--- config.mk ---
export PLATFORM = sky130hd
export DESIGN_NAME = ha_array_accumulator
export DESIGN_NICKNAME = d
export VERILOG_FILES = /design/src/rtl/ha_array_pkg.sv /design/src/rtl/ha_row_weight.sv /design/src/rtl/ha_array_accumulator.sv
export SDC_FILE = /design/constraint.sdc
export NUM_CORES = 1
export LEC_CHECK = 0
export CAP_MARGIN = 0
export CELL_PAD_IN_SITES_DETAIL_PLACEMENT = 2
export CELL_PAD_IN_SITES_GLOBAL_PLACEMENT = 2
export CORE_UTILIZATION = 35
export CTS_CLUSTER_SIZE = 30
export DETAILED_ROUTE_END_ITERATION = 16
export GPL_TIMING_DRIVEN = 0
export PLACE_DENSITY = 0.91
export SYNTH_ARGS = -nofsm -noshare
export SYNTH_HDL_FRONTEND = slang
export SYNTH_SLANG_ARGS = --single-unit
export TNS_END_PERCENT = 30
--- constraint.sdc ---
create_clock -name clk -period 14.7 [get_ports clk]
set_clock_uncertainty 0.1 [all_clocks]
set_input_delay 1.47 -clock clk [delete_from_list [all_inputs] [get_ports clk]]
set_output_delay 1.47 -clock clk [all_outputs]
set_load 0.05 [all_outputs]
--- src/rtl/ha_array_pkg.sv ---
`default_nettype none
// ============================================================================
// Module      : ha_array_pkg
// Description : Shared constants, state encoding and row-pair type for the
//               half-adder-array product accumulator.
// Revision    : 1.0 - initial release
// ============================================================================
package ha_array_pkg;

    localparam int NUM_ROWS  = 4;
    localparam int B_W       = 7;
    localparam int T_W       = 9;
    localparam int ROW_SHIFT = 2;
    localparam int OUT_W     = 16;
    localparam int B_OFFSET  = 2;
    localparam int ACC_W     = OUT_W + 1;
    localparam int ROW_IDX_W = $clog2(NUM_ROWS);

    localparam logic [1:0] c_ST_IDLE = 2'd0;
    localparam logic [1:0] c_ST_ACC  = 2'd1;
    localparam logic [1:0] c_ST_DONE = 2'd2;

    typedef enum logic [1:0] {
        IDLE = c_ST_IDLE,
        ACC  = c_ST_ACC,
        DONE = c_ST_DONE
    } state_t;

    typedef struct packed {
        logic [B_W-1:0] b;
        logic [T_W-1:0] t;
    } row_pair_t;

endpackage
`default_nettype wire

--- src/rtl/ha_row_weight.sv ---
`default_nettype none
// ============================================================================
// Module      : ha_row_weight
// Description : Combinational weighting of one b/t row pair by its row index.
// Revision    : 1.0 - initial release
// ============================================================================
module ha_row_weight
    import ha_array_pkg::*;
(
    input  row_pair_t              row,
    input  logic [ROW_IDX_W-1:0]   row_idx,
    output logic [ACC_W-1:0]       row_val
);

    logic [ACC_W-1:0] w_t_ext;
    logic [ACC_W-1:0] w_b_ext;
    logic [4:0]       w_t_shamt;
    logic [4:0]       w_b_shamt;

    // The b vector is a carry row, so it sits two bits above its t partner.
    always_comb begin
        w_t_ext   = ACC_W'(row.t);
        w_b_ext   = ACC_W'(row.b);
        w_t_shamt = 5'(row_idx) * 5'(ROW_SHIFT);
        w_b_shamt = w_t_shamt + 5'(B_OFFSET);
        row_val   = (w_t_ext << w_t_shamt) + (w_b_ext << w_b_shamt);
    end

endmodule
`default_nettype wire

--- src/rtl/ha_array_accumulator.sv ---
`default_nettype none
// ============================================================================
// Module      : ha_array_accumulator
// Description : Accepts one beat of four compressed rows and reduces them over
//               four cycles into a 16-bit product with a valid/ready output.
//               Define HA_ACC_SATURATE_EN to clamp the product to 16'hFFFF on
//               overflow; otherwise the product wraps.
// Revision    : 1.0 - initial release
// ============================================================================
module ha_array_accumulator
    import ha_array_pkg::*;
(
    input  logic             clk,
    input  logic             rst,
    input  logic             in_valid,
    output logic             in_ready,
    input  logic [B_W-1:0]   ha_array_0_b,
    input  logic [B_W-1:0]   ha_array_1_b,
    input  logic [B_W-1:0]   ha_array_2_b,
    input  logic [B_W-1:0]   ha_array_3_b,
    input  logic [T_W-1:0]   ha_array_0_t,
    input  logic [T_W-1:0]   ha_array_1_t,
    input  logic [T_W-1:0]   ha_array_2_t,
    input  logic [T_W-1:0]   ha_array_3_t,
    output logic             out_valid,
    input  logic             out_ready,
    output logic [OUT_W-1:0] product,
    output logic             overflow
);

    state_t                 r_state;
    state_t                 w_state_nxt;
    row_pair_t              r_rows [NUM_ROWS];
    row_pair_t              w_in_rows [NUM_ROWS];
    logic [ACC_W-1:0]       r_acc;
    logic [ROW_IDX_W-1:0]   r_row_idx;
    logic                   r_ovf;
    logic [ACC_W-1:0]       w_row_val;
    logic [ACC_W:0]         w_sum;
    logic                   w_accept;
    logic                   w_last_row;
    logic                   w_ovf_total;

    assign w_in_rows[0] = '{b: ha_array_0_b, t: ha_array_0_t};
    assign w_in_rows[1] = '{b: ha_array_1_b, t: ha_array_1_t};
    assign w_in_rows[2] = '{b: ha_array_2_b, t: ha_array_2_t};
    assign w_in_rows[3] = '{b: ha_array_3_b, t: ha_array_3_t};

    assign w_accept   = in_valid & in_ready;
    assign w_last_row = (r_row_idx == ROW_IDX_W'(NUM_ROWS - 1));

    // A single weighting unit is time-shared across rows.
    ha_row_weight u_row_weight (
        .row     (r_rows[r_row_idx]),
        .row_idx (r_row_idx),
        .row_val (w_row_val)
    );

    assign w_sum = {1'b0, r_acc} + {1'b0, w_row_val};

    always_ff @(posedge clk or posedge rst) begin
        if (rst) begin
            r_state <= IDLE;
        end else begin
            r_state <= w_state_nxt;
        end
    end

    always_comb begin
        w_state_nxt = r_state;
        in_ready    = 1'b0;
        out_valid   = 1'b0;
        case (r_state)
            IDLE: begin
                in_ready = 1'b1;
                if (in_valid) begin
                    w_state_nxt = ACC;
                end
            end
            ACC: begin
                if (w_last_row) begin
                    w_state_nxt = DONE;
                end
            end
            DONE: begin
                out_valid = 1'b1;
                if (out_ready) begin
                    w_state_nxt = IDLE;
                end
            end
            default: w_state_nxt = IDLE;
        endcase
    end

    always_ff @(posedge clk or posedge rst) begin
        if (rst) begin
            for (int i = 0; i < NUM_ROWS; i++) begin
                r_rows[i] <= '0;
            end
            r_acc     <= '0;
            r_row_idx <= '0;
            r_ovf     <= 1'b0;
        end else if (w_accept) begin
            r_rows    <= w_in_rows;
            r_acc     <= '0;
            r_row_idx <= '0;
            r_ovf     <= 1'b0;
        end else if (r_state == ACC) begin
            r_acc     <= w_sum[ACC_W-1:0];
            r_ovf     <= r_ovf | w_sum[ACC_W];
            r_row_idx <= r_row_idx + ROW_IDX_W'(1);
        end
    end

    // The guard bit of acc holds the 2^16 weight; any carry beyond it is sticky.
    assign w_ovf_total = r_ovf | r_acc[ACC_W-1];
    assign overflow    = w_ovf_total;

`ifdef HA_ACC_SATURATE_EN
    assign product = w_ovf_total ? {OUT_W{1'b1}} : r_acc[OUT_W-1:0];
`else
    assign product = r_acc[OUT_W-1:0];
`endif

endmodule
`default_nettype wire

== Word level (Yosys, flattened, before mapping) ==
Cells that the tools add are included.
Storage, ports and cells
  bits in registers: 86
  input port bits: 68
  output and inout port bits: 19
Cells by class
  add/sub/neg operators: 4
  order comparisons: 1
  eq/ne operators: 6
  shift operators: 2
  multiplexer cells: 15
  bitwise logic cells: 4
  reduce and logical (&&, ||, !) cells: 3
Operators by type and width (count)
  $mux 17: 2
  $bmux 16 s2: 1
  $mux 16: 2
  $add 17x17->18: 1
  $add 17x17->17: 1
  $shl 7x5->17: 1
  $shl 9x3->17: 1
  $mux 2: 5
  $ne 2x2->1 const B: 3
  $pmux 2 s3: 1
  $add 3x2->4 const B: 1
  $eq 2x2->1 const B: 2
  $mux 1: 4
  $ge 3x3->1 const B: 1
  $not 2->3: 1
  $reduce_and 3->1: 1
  $add 2x1->2 const B: 1
  $eq 2x1->1 const B: 1
  $logic_not 2->1: 1
  $or 1x1->1: 2
  $reduce_bool 2->1: 1
  $and 1x1->1: 1

== Logic depth before layout (Yosys ltp) ==
Gate-level depths: netlist of run 1.
  depth in word-level cells: 10
  depth in mapped cells: 21
  depth with buffers taken out: 19

== Modules after synthesis ==
A second synthesis of run 1 with hierarchy kept.
Second synthesis, totals
  cell total of the unflattened synthesis: 679
  area, all modules: 5891.9 um^2
Modules (own cells, without submodules)
  ha_array_accumulator: instances 1, cells an instance 487, area an instance 4529.3 um^2
  ha_row_weight: instances 1, cells an instance 192, area an instance 1362.6 um^2

== Least setup slack after synthesis of run 1 ==
No wires, ideal clock.
  path kind: reg2reg
  start point: register r_row_idx[0]
  end point: register r_acc[15]
  library setup time: 0.132 ns
  arrival: 4.454 ns
  setup slack: 10.013 ns
  stages on the path, launching flop included: 19
  path buffers: 1
  period minus slack after synthesis: 4.687 ns
  path through: dfrtp_1 -> buf_1 -> mux4_2 -> mux2i_1 -> nor2_1 -> ha_1 -> or4_1 -> o21ai_1 -> a21oi_2 -> a221o_1 -> a21oi_2 -> xnor2_1 -> ha_1 -> and3_1 -> and2_1 -> a221o_1 -> a31o_1 -> xnor2_1 -> o21ai_1
Between the ends
  word-level cells in the longest chain between the ends: 9
  elaborated cells between the ends (all ways): 11
  classes of those cells: 3 x add/sub; 2 x shift; 5 x mux; 1 x bitwise
Ends and longest elaborated chain
  start, declared: RTL line ha_array_accumulator.sv:36  | logic [ROW_IDX_W-1:0] r_row_idx;
  start signal, assigned: RTL line ha_array_accumulator.sv:111  | r_row_idx <= r_row_idx + ROW_IDX_W'(1);
  $not 2->3 (not written as such): RTL line ha_array_accumulator.sv:54  | .row (r_rows[r_row_idx]),
  $bmux 16 s2: RTL line ha_array_accumulator.sv:54
  $mux 16 (not written as such) (2 in series): RTL line ha_array_accumulator.sv:54
  $shl 7x5->17 or $shl 9x3->17 (tied branches): RTL line ha_row_weight.sv:26  | row_val = (w_t_ext << w_t_shamt) + (w_b_ext << w_b_shamt);
  $add 17x17->17 (*): RTL line ha_row_weight.sv:26
  $add 17x17->18 (*): RTL line ha_array_accumulator.sv:59  | assign w_sum = {1'b0, r_acc} + {1'b0, w_row_val};
  $mux 17 (*): RTL line ha_array_accumulator.sv:108  | end else if (r_state == ACC) begin
  $mux 17 (*): RTL line ha_array_accumulator.sv:103  | end else if (w_accept) begin
  end signal, assigned: RTL line ha_array_accumulator.sv:109  | r_acc <= w_sum[ACC_W-1:0];
  end, declared: RTL line ha_array_accumulator.sv:35  | logic [ACC_W-1:0] r_acc;
Every way passes the cells marked *; elsewhere a longest branch is shown, timed or not. The select of a mux whose other input is x is not followed.
A chain may end at the register's enable or synchronous reset.

== Final worst setup path of run 1 ==
Ends and elaborated chain as after synthesis.

==> results of run 1 <==
==> stage by stage <==
stage               worst slack [ns]  instances  utilization [%]
finish                          9.03        973             45.9
CTS                             9.04        973             45.9
global placement                9.39        957             43.5
floorplan                      10.01        660                -
global route                    8.69        973             45.9
detailed placement              9.18        958             43.7
==> how the worst min path moves through the flow <==
| stage | from | to | slack, ns | depth (start not counted) |
|---|---|---|---|---|
| 6_report | r_rows[48] | r_rows[48] | 0.39 | 2 |
| 5_1_grt | r_rows[48] | r_rows[48] | 0.41 | 2 |
| 4_1_cts | r_rows[61] | r_rows[61] | 0.39 | 2 |
| 3_5_place_dp | r_rows[0] | r_rows[0] | 0.36 | 2 |
| 3_3_place_gp | r_rows[57] | r_rows[57] | 0.35 | 2 |
| 2_1_floorplan | r_rows[48] | r_rows[48] | 0.34 | 2 |
==> worst min-delay path, cell delays in order, from the launching register on <==
cell and delay (ns):
dfrtp_1 0.35, nand2_1 0.05, nand2_1 0.05
==> layout make-up <==
class | count | area [µm²] | share of cell area, %
Sequential cell | 86 | 2150 | 30.6
Clock buffer | 9 | 225 | 3.20
Multi-Input combinational cell | 515 | 3100 | 44.1
Inverter | 14 | 55.1 | 0.783
Timing Repair Buffer | 87 | 888 | 12.6
Tap cell | 211 | 264 | 3.75
Clock inverter | 6 | 119 | 1.69
Buffer | 45 | 231 | 3.29
==> cell families (layout without fill, tap and decap cells) <==
group	count (synthesis)	in the layout	synth area share (%)
and+or+nand+nor	318	318	24.1
AOI/OAI and AO/OA	113	113	13.4
adders and majority gates	35	35	8.18
buffers and inverters	59	161	5.13
DFF	86	86	38.9
xor gates and xnor gates	22	22	3.48
muxes	27	27	6.78
==> flip-flops by register name (all words and copies together) (netlist names) <==
register,cells
r_acc,17
r_ovf,1
r_row_idx,2
r_rows,64
r_state,2
==> routing by layer <==
metal  vias to the layer above  GRT usage, %  routed length [µm]
met1                      2665          29.7                8330
li1                       2419             -                   -
met2                       123          49.6               10900
met5                         -             0                   0
met4                         0          10.4                 570
met3                        33          3.09                 577
==> cell usage in the layout, fill, tap and decap left out, types with 3 or more instances in the layout <==
master,instances
o211ai_1,4
clkdlybuf4s50_1,86
a211oi_1,4
inv_1,12
nor2b_1,7
xor2_1,8
a22o_1,4
a21o_1,10
o21a_1,7
and2_1,7
clkbuf_1,25
a21oi_1,21
nand3_1,21
mux4_2,8
xnor2_1,14
bufinv_16,3
nor3_1,5
o21ai_0,25
o21ai_1,11
ha_1,33
buf_4,16
or3_1,3
mux2i_1,15
and3_1,8
a221o_1,3
dfrtp_1,86
nor2_1,27
nand2b_1,4
clkbuf_16,9
o31ai_1,4
nand2_1,226
==> results.py, run 1 <==
metrics = {
    "outcome": {
        "status": "complete, no violations",
    },
    "detailed_routing": {
        "detailed_route_iter0_violations": 177,
        "detail_route.wl_per_cell_um": 20.9,
        "route.detailed.vias_per_inst": 5.39,
        "drtAntennaViolNets": 0,
        "drt-total-wl_mm": 20.4,
        "total_drc_errors_in_the_routed_layout": 0,
        "dr_total_vias": 5240,
        "detail_route.first_pass.iterations": 4,
    },
    "worst_setup_path": {
        "worstPathRequired_ns": 14.82,
        "worstReg2RegEnd": "r_acc[15]",
        "path_buf_inv": 2,
        "worst_r2r_startpoint": "r_row_idx[0]",
        "critPathLaunch": "r_row_idx[0]",
        "reg2regPathDepth": 19,
        "cp-start-kind": "flip-flop",
        "timing.critical_path.cells": "buf_1, clkbuf_1, nor2b_1, nand2_1, o21ai_0, ha_1, or4_1, o21ai_1, a21oi_2, a221o_1, a21oi_2, xnor2_1, ha_1, and3_1, and2_1, a221o_1, a31o_1, xnor2_1, o21ai_1",
        "critical_path_depth": 19,
        "path_max_fanout": 10,
        "crit_path_end_kind": "flip-flop",
        "critical-path-slowest-cell": "clkbuf_1",
        "timing_worst_setup_path_type": "flip-flop to flip-flop",
        "worst_path_largest_cell_delay_ns": 0.54,
        "critical_path_data_arrival_time_ns": 5.79,
        "timing.reg2reg.setup_slack_ns": 9.03,
        "timing.critical_path.max_delay_family": "compound AO/OA/AOI/OAI gates",
        "setup.worst_path.end": "r_acc[15]",
    },
    "global_routing": {
        "grt_pass1_vias": 5946,
        "grt_max_degree": 64,
        "initial_antenna_violation_count": 0,
        "grt_first_pass_wirelength_mm": 32.2,
        "groute.usage.overall_pct": 26.2,
        "globalRouteOverflowTotal": 0,
    },
    "floorplan": {
        "number_of_ports_placed_on_the_die_boundary": 87,
        "design.core.area_um2": 15300,
        "initial_core_util_pct": 36.1,
        "std_cell_rows": 45,
        "design.die.area_um2": 16300,
        "die_width_um": 128,
        "dieHeight_um": 128,
    },
    "place": {
        "place_hpwl_mm": 15.2,
        "place_congestion": 0.922,
        "place_area_um2": 6690,
        "numPortBuffers": 86,
    },
    "logic_synthesis": {
        "avgSynthCellArea_um2": 8.39,
        "synth-seq-cells": 86,
        "top_post_synthesis_cells_by_area": "dfrtp_1, nand2_1, ha_1, mux4_2, mux2i_1",
        "yosys_warning_total": 0,
        "post-synth-top-area-cell": "dfrtp_1",
        "synthTopCellsByCount": "nand2_1, dfrtp_1, ha_1, nor2_1",
        "synth.net_count": 763,
        "synth.lib_cells_used.distinct": 55,
        "netlist_area_um2": 5540,
        "synth_edf_count": 0,
        "portion_of_the_post_synthesis_area_used_by_sequential_elements_pct": 38.9,
        "yosys_most_used_dff": "dfrtp_1",
        "asyncSetResetFlopFracSynth_pct": 100,
        "synth_top_cell_area_share_pct": 38.9,
        "post_synth_inst_count": 660,
        "synth_most_common_cell": "nand2_1",
    },
    "sta": {
        "worst-slew-pin-transition_ns": 0.793,
        "setup_violations": 0,
        "setup_total_negative_slack_ns": 0,
        "final-hold-violation-count": 0,
        "hold-worst-slack_ns": 0.389,
        "slew_headroom_pct": 47.1,
        "fmaxAchievable_mhz": 176,
        "post-route-min-period_ns": 5.67,
        "timing.final.crit_share_pct": 38.6,
        "rsz0062_at_grt": "false",
        "slew_violations": 0,
    },
    "clock_tree": {
        "post_cts_buffers": 0,
        "number_of_buffers_added_by_the_clock_tree_synthesis_step": 9,
        "clockRootBuffer": "clkbuf_16",
        "clock_tree.buffer_depth": 2,
        "clock_latency_ns": 0.36,
        "clock_transition_at_the_registers_of_the_reported_paths_ns": 0.07,
        "post_cts.resized_instances": 0,
        "post_cts_hold_buffer_count": 0,
        "cts_sinks": 86,
        "clock_tree_from_tritoncts": "built",
        "cts_max_level": 3,
    },
    "layout": {
        "antenna_diode_count": 0,
        "fin_nets": 861,
        "final_cell_area_um2": 7030,
        "layout-drive-gt1-share_pct": 6.69,
        "areaGrowthSynthToFinish_pct": 27.1,
        "fillcell_total": 1710,
    },
    "run": {
        "drv.max_cap_violation_count": 0,
    },
    "min_path": {
        "hold_path_class": "flip-flop to flip-flop",
    },
}
Power of run 1 is not shown: default switching activity piles up to over one toggle a cycle in this logic, so the estimate is an artifact.
==> run 2: changes to the inputs <==
Settings changed: CORE_UTILIZATION 35 to 32, PLACE_DENSITY 0.91 to 0.85.
Clock period 14.7 ns to 5.9 ns, I/O delays scaled along.
==> results.py, run 2 (synthesis gave the netlist of run 1 again) <==
metrics = {
    "clock_tree": {
        "clock_tree.buffer_depth": 2,
        "post_cts.resized_instances": 0,
        "cts_sinks": 86,
        "post_cts_hold_buffer_count": 0,
        "clockRootBuffer": "clkbuf_16",
        "clock_transition_at_the_registers_of_the_reported_paths_ns": 0.07,
        "cts_max_level": 3,
        "post_cts_buffers": 0,
        "clock_latency_ns": 0.36,
        "number_of_buffers_added_by_the_clock_tree_synthesis_step": 9,
        "clock_tree_from_tritoncts": "built",
    },
    "sta": {
        "final-hold-violation-count": 0,
        "timing.final.crit_share_pct": 94.4,
        "post-route-min-period_ns": 5.57,
        "worst-slew-pin-transition_ns": 0.685,
        "fmaxAchievable_mhz": 180,
        "slew_headroom_pct": 54.3,
        "setup_total_negative_slack_ns": 0,
        "slew_violations": 0,
        "rsz0062_at_grt": "false",
        "setup_violations": 0,
    },
    "layout": {
        "largest_register_ffs": 64,
        "max_flop_register": "r_rows",
        "finalNonFillerCells": 983,
        "areaGrowthSynthToFinish_pct": 26.0,
        "mostFrequentLayoutCells": "nand2_1, clkdlybuf4s50_1, dfrtp_1, ha_1, nor2_1",
        "layout-drive-gt1-share_pct": 6.68,
        "antenna_diode_count": 0,
        "fin_nets": 861,
        "final_common_cell": "nand2_1",
        "largestRegisters": "r_rows: 64 flops, r_acc: 17 flops",
    },
    "detailed_routing": {
        "total_drc_errors_in_the_routed_layout": 0,
        "route.detailed.vias_per_inst": 5.18,
        "dr_total_vias": 5093,
        "detail_route.first_pass.iterations": 4,
        "detailed_route_iter0_violations": 146,
        "detail_route.wl_per_cell_um": 19.5,
        "drt-total-wl_mm": 19.2,
        "drtAntennaViolNets": 0,
    },
    "global_routing": {
        "initial_antenna_violation_count": 0,
        "grt_max_degree": 70,
        "globalRouteOverflowTotal": 0,
        "groute.usage.overall_pct": 23.0,
        "grt_first_pass_wirelength_mm": 31.2,
        "grt_pass1_vias": 5867,
    },
    "floorplan": {
        "dieHeight_um": 134,
        "die_width_um": 134,
        "number_of_ports_placed_on_the_die_boundary": 87,
        "std_cell_rows": 47,
        "design.core.area_um2": 16800,
        "design.die.area_um2": 17800,
        "initial_core_util_pct": 33.0,
    },
    "place": {
        "numPortBuffers": 86,
        "post-place-cells": 967,
        "place_hpwl_mm": 14.9,
        "place_congestion": 0.936,
    },
    "worst_setup_path": {
        "critical_path_data_arrival_time_ns": 5.70,
        "timing.reg2reg.setup_slack_ns": 0.33,
        "worstReg2RegEnd": "r_acc[15]",
        "path_max_fanout": 10,
        "reg2regPathDepth": 18,
        "worst_r2r_startpoint": "r_row_idx[0]",
        "worstPathRequired_ns": 6.03,
        "crit_path_end_kind": "flip-flop",
        "timing_worst_setup_path_type": "flip-flop to flip-flop",
        "cp-start-kind": "flip-flop",
    },
    "min_path": {
        "hold_path_startpoint": "r_rows[54]",
        "hold_end": "r_rows[54]",
        "hold_path_class": "flip-flop to flip-flop",
        "min_delay_path_depth": 2,
    },
    "outcome": {
        "status": "complete, no violations",
    },
    "run": {
        "drv.max_cap_violation_count": 0,
    },
}
==> run 2: metrics by stage <==
| stage | setup slack, ns | util, % | cell area [µm²] | hold slack, ns |
|---|---|---|---|---|
| 6_report | 0.333 | 41.6 | 6970 | 0.382 |
| 5_1_grt | 0.0689 | 41.6 | 6970 | 0.411 |
| 4_1_cts | 0.320 | 41.6 | 6970 | 0.385 |
| 3_5_place_dp | 0.418 | 40.0 | 6700 | 0.369 |
| 3_3_place_gp | 0.536 | 39.8 | 6670 | 0.354 |
| 2_1_floorplan | 1.21 | - | 5540 | 0.337 |
==> run 2: critical path, stage by stage, from the launching register on <==
cell and delay (ns):
dfrtp_1 0.49, buf_1 0.53, mux4_2 0.63, mux2i_1 0.28
nor2_1 0.08, ha_1 0.41, o21ai_0 0.12, a21oi_1 0.16
nand3_1 0.12, a31oi_1 0.41, mux2_1 0.38, o2111ai_1 0.15
ha_1 0.35, a21o_1 0.20, a31o_1 0.22, a221o_1 0.35
a31o_1 0.22, xnor2_1 0.15, o21ai_1 0.07
==> run 2: area by class of cell <==
class                           count  area (µm²)
Clock buffer                       10         229
Fill cell                        1897        9790
Inverter                           14        55.1
Sequential cell                    86        2150
Timing Repair Buffer               87         888
Tap cell                          220         275
Buffer                             45         231
Clock inverter                      6        43.8
Multi-Input combinational cell    515        3100
==> run 2: how the worst max path moves through the flow <==
stage	from	end	slack, ns	cells after the start
floorplan	r_row_idx[0]	r_acc[15]	1.21	18
global placement	r_row_idx[0]	r_acc[15]	0.54	18
detailed placement	r_row_idx[0]	r_acc[15]	0.42	18
CTS	r_row_idx[0]	r_acc[15]	0.32	18
global route	r_row_idx[0]	r_acc[15]	0.07	18
finish	r_row_idx[0]	r_acc[15]	0.33	18
==> run 2: routing by layer <==
layer	wire length [µm]	GRT usage (%)	share of wire, %	vias to the layer above
li1	-	-	-	2422
met5	0	0	0	-
met2	10100	42.5	53	109
met4	461	7.95	2.4	0
met3	610	4.19	3.2	26
met1	7980	26.3	42	2536
Power of run 2 is left out for the same reason.
==> run 3: changes to the inputs <==
Settings changed: CELL_PAD_IN_SITES_DETAIL_PLACEMENT 2 to 1, CELL_PAD_IN_SITES_GLOBAL_PLACEMENT 2 to 1, CORE_UTILIZATION 32 to 41, PLACE_DENSITY 0.85 to 0.86.
==> results.py, run 3 (synthesis gave the netlist of run 1 again) <==
metrics = {
    "global_routing": {
        "grt_use_met1_pct": 29.9,
        "initial_antenna_violation_count": 0,
        "grt_max_degree": 70,
        "grtUsageMet2_pct": 46.9,
        "grt_pass1_vias": 5486,
        "groute.usage.overall_pct": 25.8,
        "grt_first_pass_wirelength_mm": 28.0,
        "globalRouteOverflowTotal": 0,
        "gr-usage-met3_pct": 4.39,
        "global_route.peak_usage_layer": "met2",
    },
    "min_path": {
        "hold_path_class": "flip-flop to flip-flop",
        "hold_path_startpoint": "r_rows[46]",
        "hold_end": "r_rows[46]",
        "min_delay_path_depth": 2,
    },
    "worst_setup_path": {
        "cp-start-kind": "flip-flop",
        "worst_r2r_startpoint": "r_row_idx[0]",
        "path_max_fanout": 10,
        "worstPathRequired_ns": 6.01,
        "reg2regPathDepth": 18,
        "worstReg2RegEnd": "r_acc[15]",
        "timing_worst_setup_path_type": "flip-flop to flip-flop",
        "timing.reg2reg.setup_slack_ns": 0.38,
        "crit_path_end_kind": "flip-flop",
        "critical_path_data_arrival_time_ns": 5.62,
    },
    "floorplan": {
        "design.core.area_um2": 13200,
        "std_cell_rows": 42,
        "design.die.area_um2": 14000,
        "die_width_um": 118,
        "number_of_ports_placed_on_the_die_boundary": 87,
        "initial_core_util_pct": 42.0,
        "dieHeight_um": 118,
    },
    "sta": {
        "setup_violations": 0,
        "setup_total_negative_slack_ns": 0,
        "rsz0062_at_grt": "false",
        "slew_headroom_pct": 51.6,
        "slew_violations": 0,
        "post-route-min-period_ns": 5.52,
        "final-hold-violation-count": 0,
        "worst-slew-pin-transition_ns": 0.726,
        "fmaxAchievable_mhz": 181,
        "timing.final.crit_share_pct": 93.5,
    },
    "detailed_routing": {
        "detail_route.first_pass.iterations": 4,
        "drt-total-wl_mm": 17.1,
        "drtAntennaViolNets": 0,
        "route.detailed.vias_per_inst": 5.34,
        "detail_route.wl_per_cell_um": 18.2,
        "total_drc_errors_in_the_routed_layout": 0,
        "detailed_route_iter0_violations": 204,
        "dr_total_vias": 5015,
    },
    "clock_tree": {
        "post_cts_buffers": 0,
        "cts_max_level": 3,
        "number_of_buffers_added_by_the_clock_tree_synthesis_step": 9,
        "cts_sinks": 86,
        "clockRootBuffer": "clkbuf_16",
        "post_cts.resized_instances": 0,
        "clock_transition_at_the_registers_of_the_reported_paths_ns": 0.07,
        "clock_tree.buffer_depth": 2,
        "clock_tree_from_tritoncts": "built",
        "clock_latency_ns": 0.35,
        "post_cts_hold_buffer_count": 0,
    },
    "layout": {
        "fin_nets": 861,
        "final_cell_area_um2": 6940,
        "max_flop_register": "r_rows",
        "final_common_cell": "nand2_1",
        "largest_register_ffs": 64,
        "antenna_diode_count": 0,
        "mostFrequentLayoutCells": "nand2_1, clkdlybuf4s50_1, dfrtp_1, ha_1",
        "areaGrowthSynthToFinish_pct": 25.4,
        "largestRegisters": "r_rows: 64 flops, r_acc: 17 flops",
        "layout-drive-gt1-share_pct": 6.55,
    },
    "run": {
        "drv.max_cap_violation_count": 0,
    },
    "place": {
        "place_congestion": 0.928,
        "place_hpwl_mm": 13.5,
        "numPortBuffers": 86,
        "place_area_um2": 6650,
    },
    "outcome": {
        "status": "complete, no violations",
    },
}
run 3: changes by cell type in the layout (fill, tap and decap cells not counted):
cell / delta
bufinv_16: +1
clkbuf_1: +1
clkinv_2: -1
clkinv_4: +2
inv_6: -3
run 3: layer usage:
metal	part of all wire [%]	wire length, µm
met5	0	0
met4	2.9	495
met3	3.2	540
met2	52	8920
met1	42	7160
run 3: per-stage QoR:
step / instances / util [%] / hold WS [ns] / setup slack (ns)
after CTS: 939 / 52.6 / 0.379 / 0.337
after floorplan: 660 / - / 0.337 / 1.21
after global placement: 922 / 50.2 / 0.351 / 0.507
after detailed placement: 923 / 50.4 / 0.363 / 0.366
after global routing: 939 / 52.6 / 0.396 / 0.0478
final: 939 / 52.6 / 0.377 / 0.385
run 3: cell type report:
cell class / instances / area [µm²]
well taps: 176 / 220
fillers: 1585 / 6250
plain buffers: 45 / 231
clock buffers: 11 / 233
flip-flops and latches: 86 / 2150
repair buffers: 87 / 888
multi-input cells: 515 / 3100
clock inverters: 5 / 60.1
inverters: 14 / 55.1
run 3: worst max path at each step:
stage | from | cells past startpoint | to | slack, ns
2_1_floorplan | r_row_idx[0] | 18 | r_acc[15] | 1.21
3_3_place_gp | r_row_idx[0] | 19 | r_acc[15] | 0.51
3_5_place_dp | r_row_idx[0] | 19 | r_acc[15] | 0.37
4_1_cts | r_row_idx[0] | 19 | r_acc[15] | 0.34
5_1_grt | r_row_idx[0] | 19 | r_acc[15] | 0.05
6_report | r_row_idx[0] | 18 | r_acc[15] | 0.38
run 3: critical path: stages (launching register included):
cell and delay (ns):
dfrtp_1 0.46, buf_1 0.55, mux4_2 0.64, mux2i_1 0.25
nor2_1 0.08, ha_1 0.39, or4_1 0.52, o21ai_1 0.11
a21oi_2 0.08, a221o_1 0.41, a21oi_2 0.17, xnor2_1 0.17
ha_1 0.33, and3_1 0.19, and2_1 0.17, a221o_1 0.29
a31o_1 0.22, xnor2_1 0.15, o21ai_1 0.08
Power of run 3 is left out for the same reason.
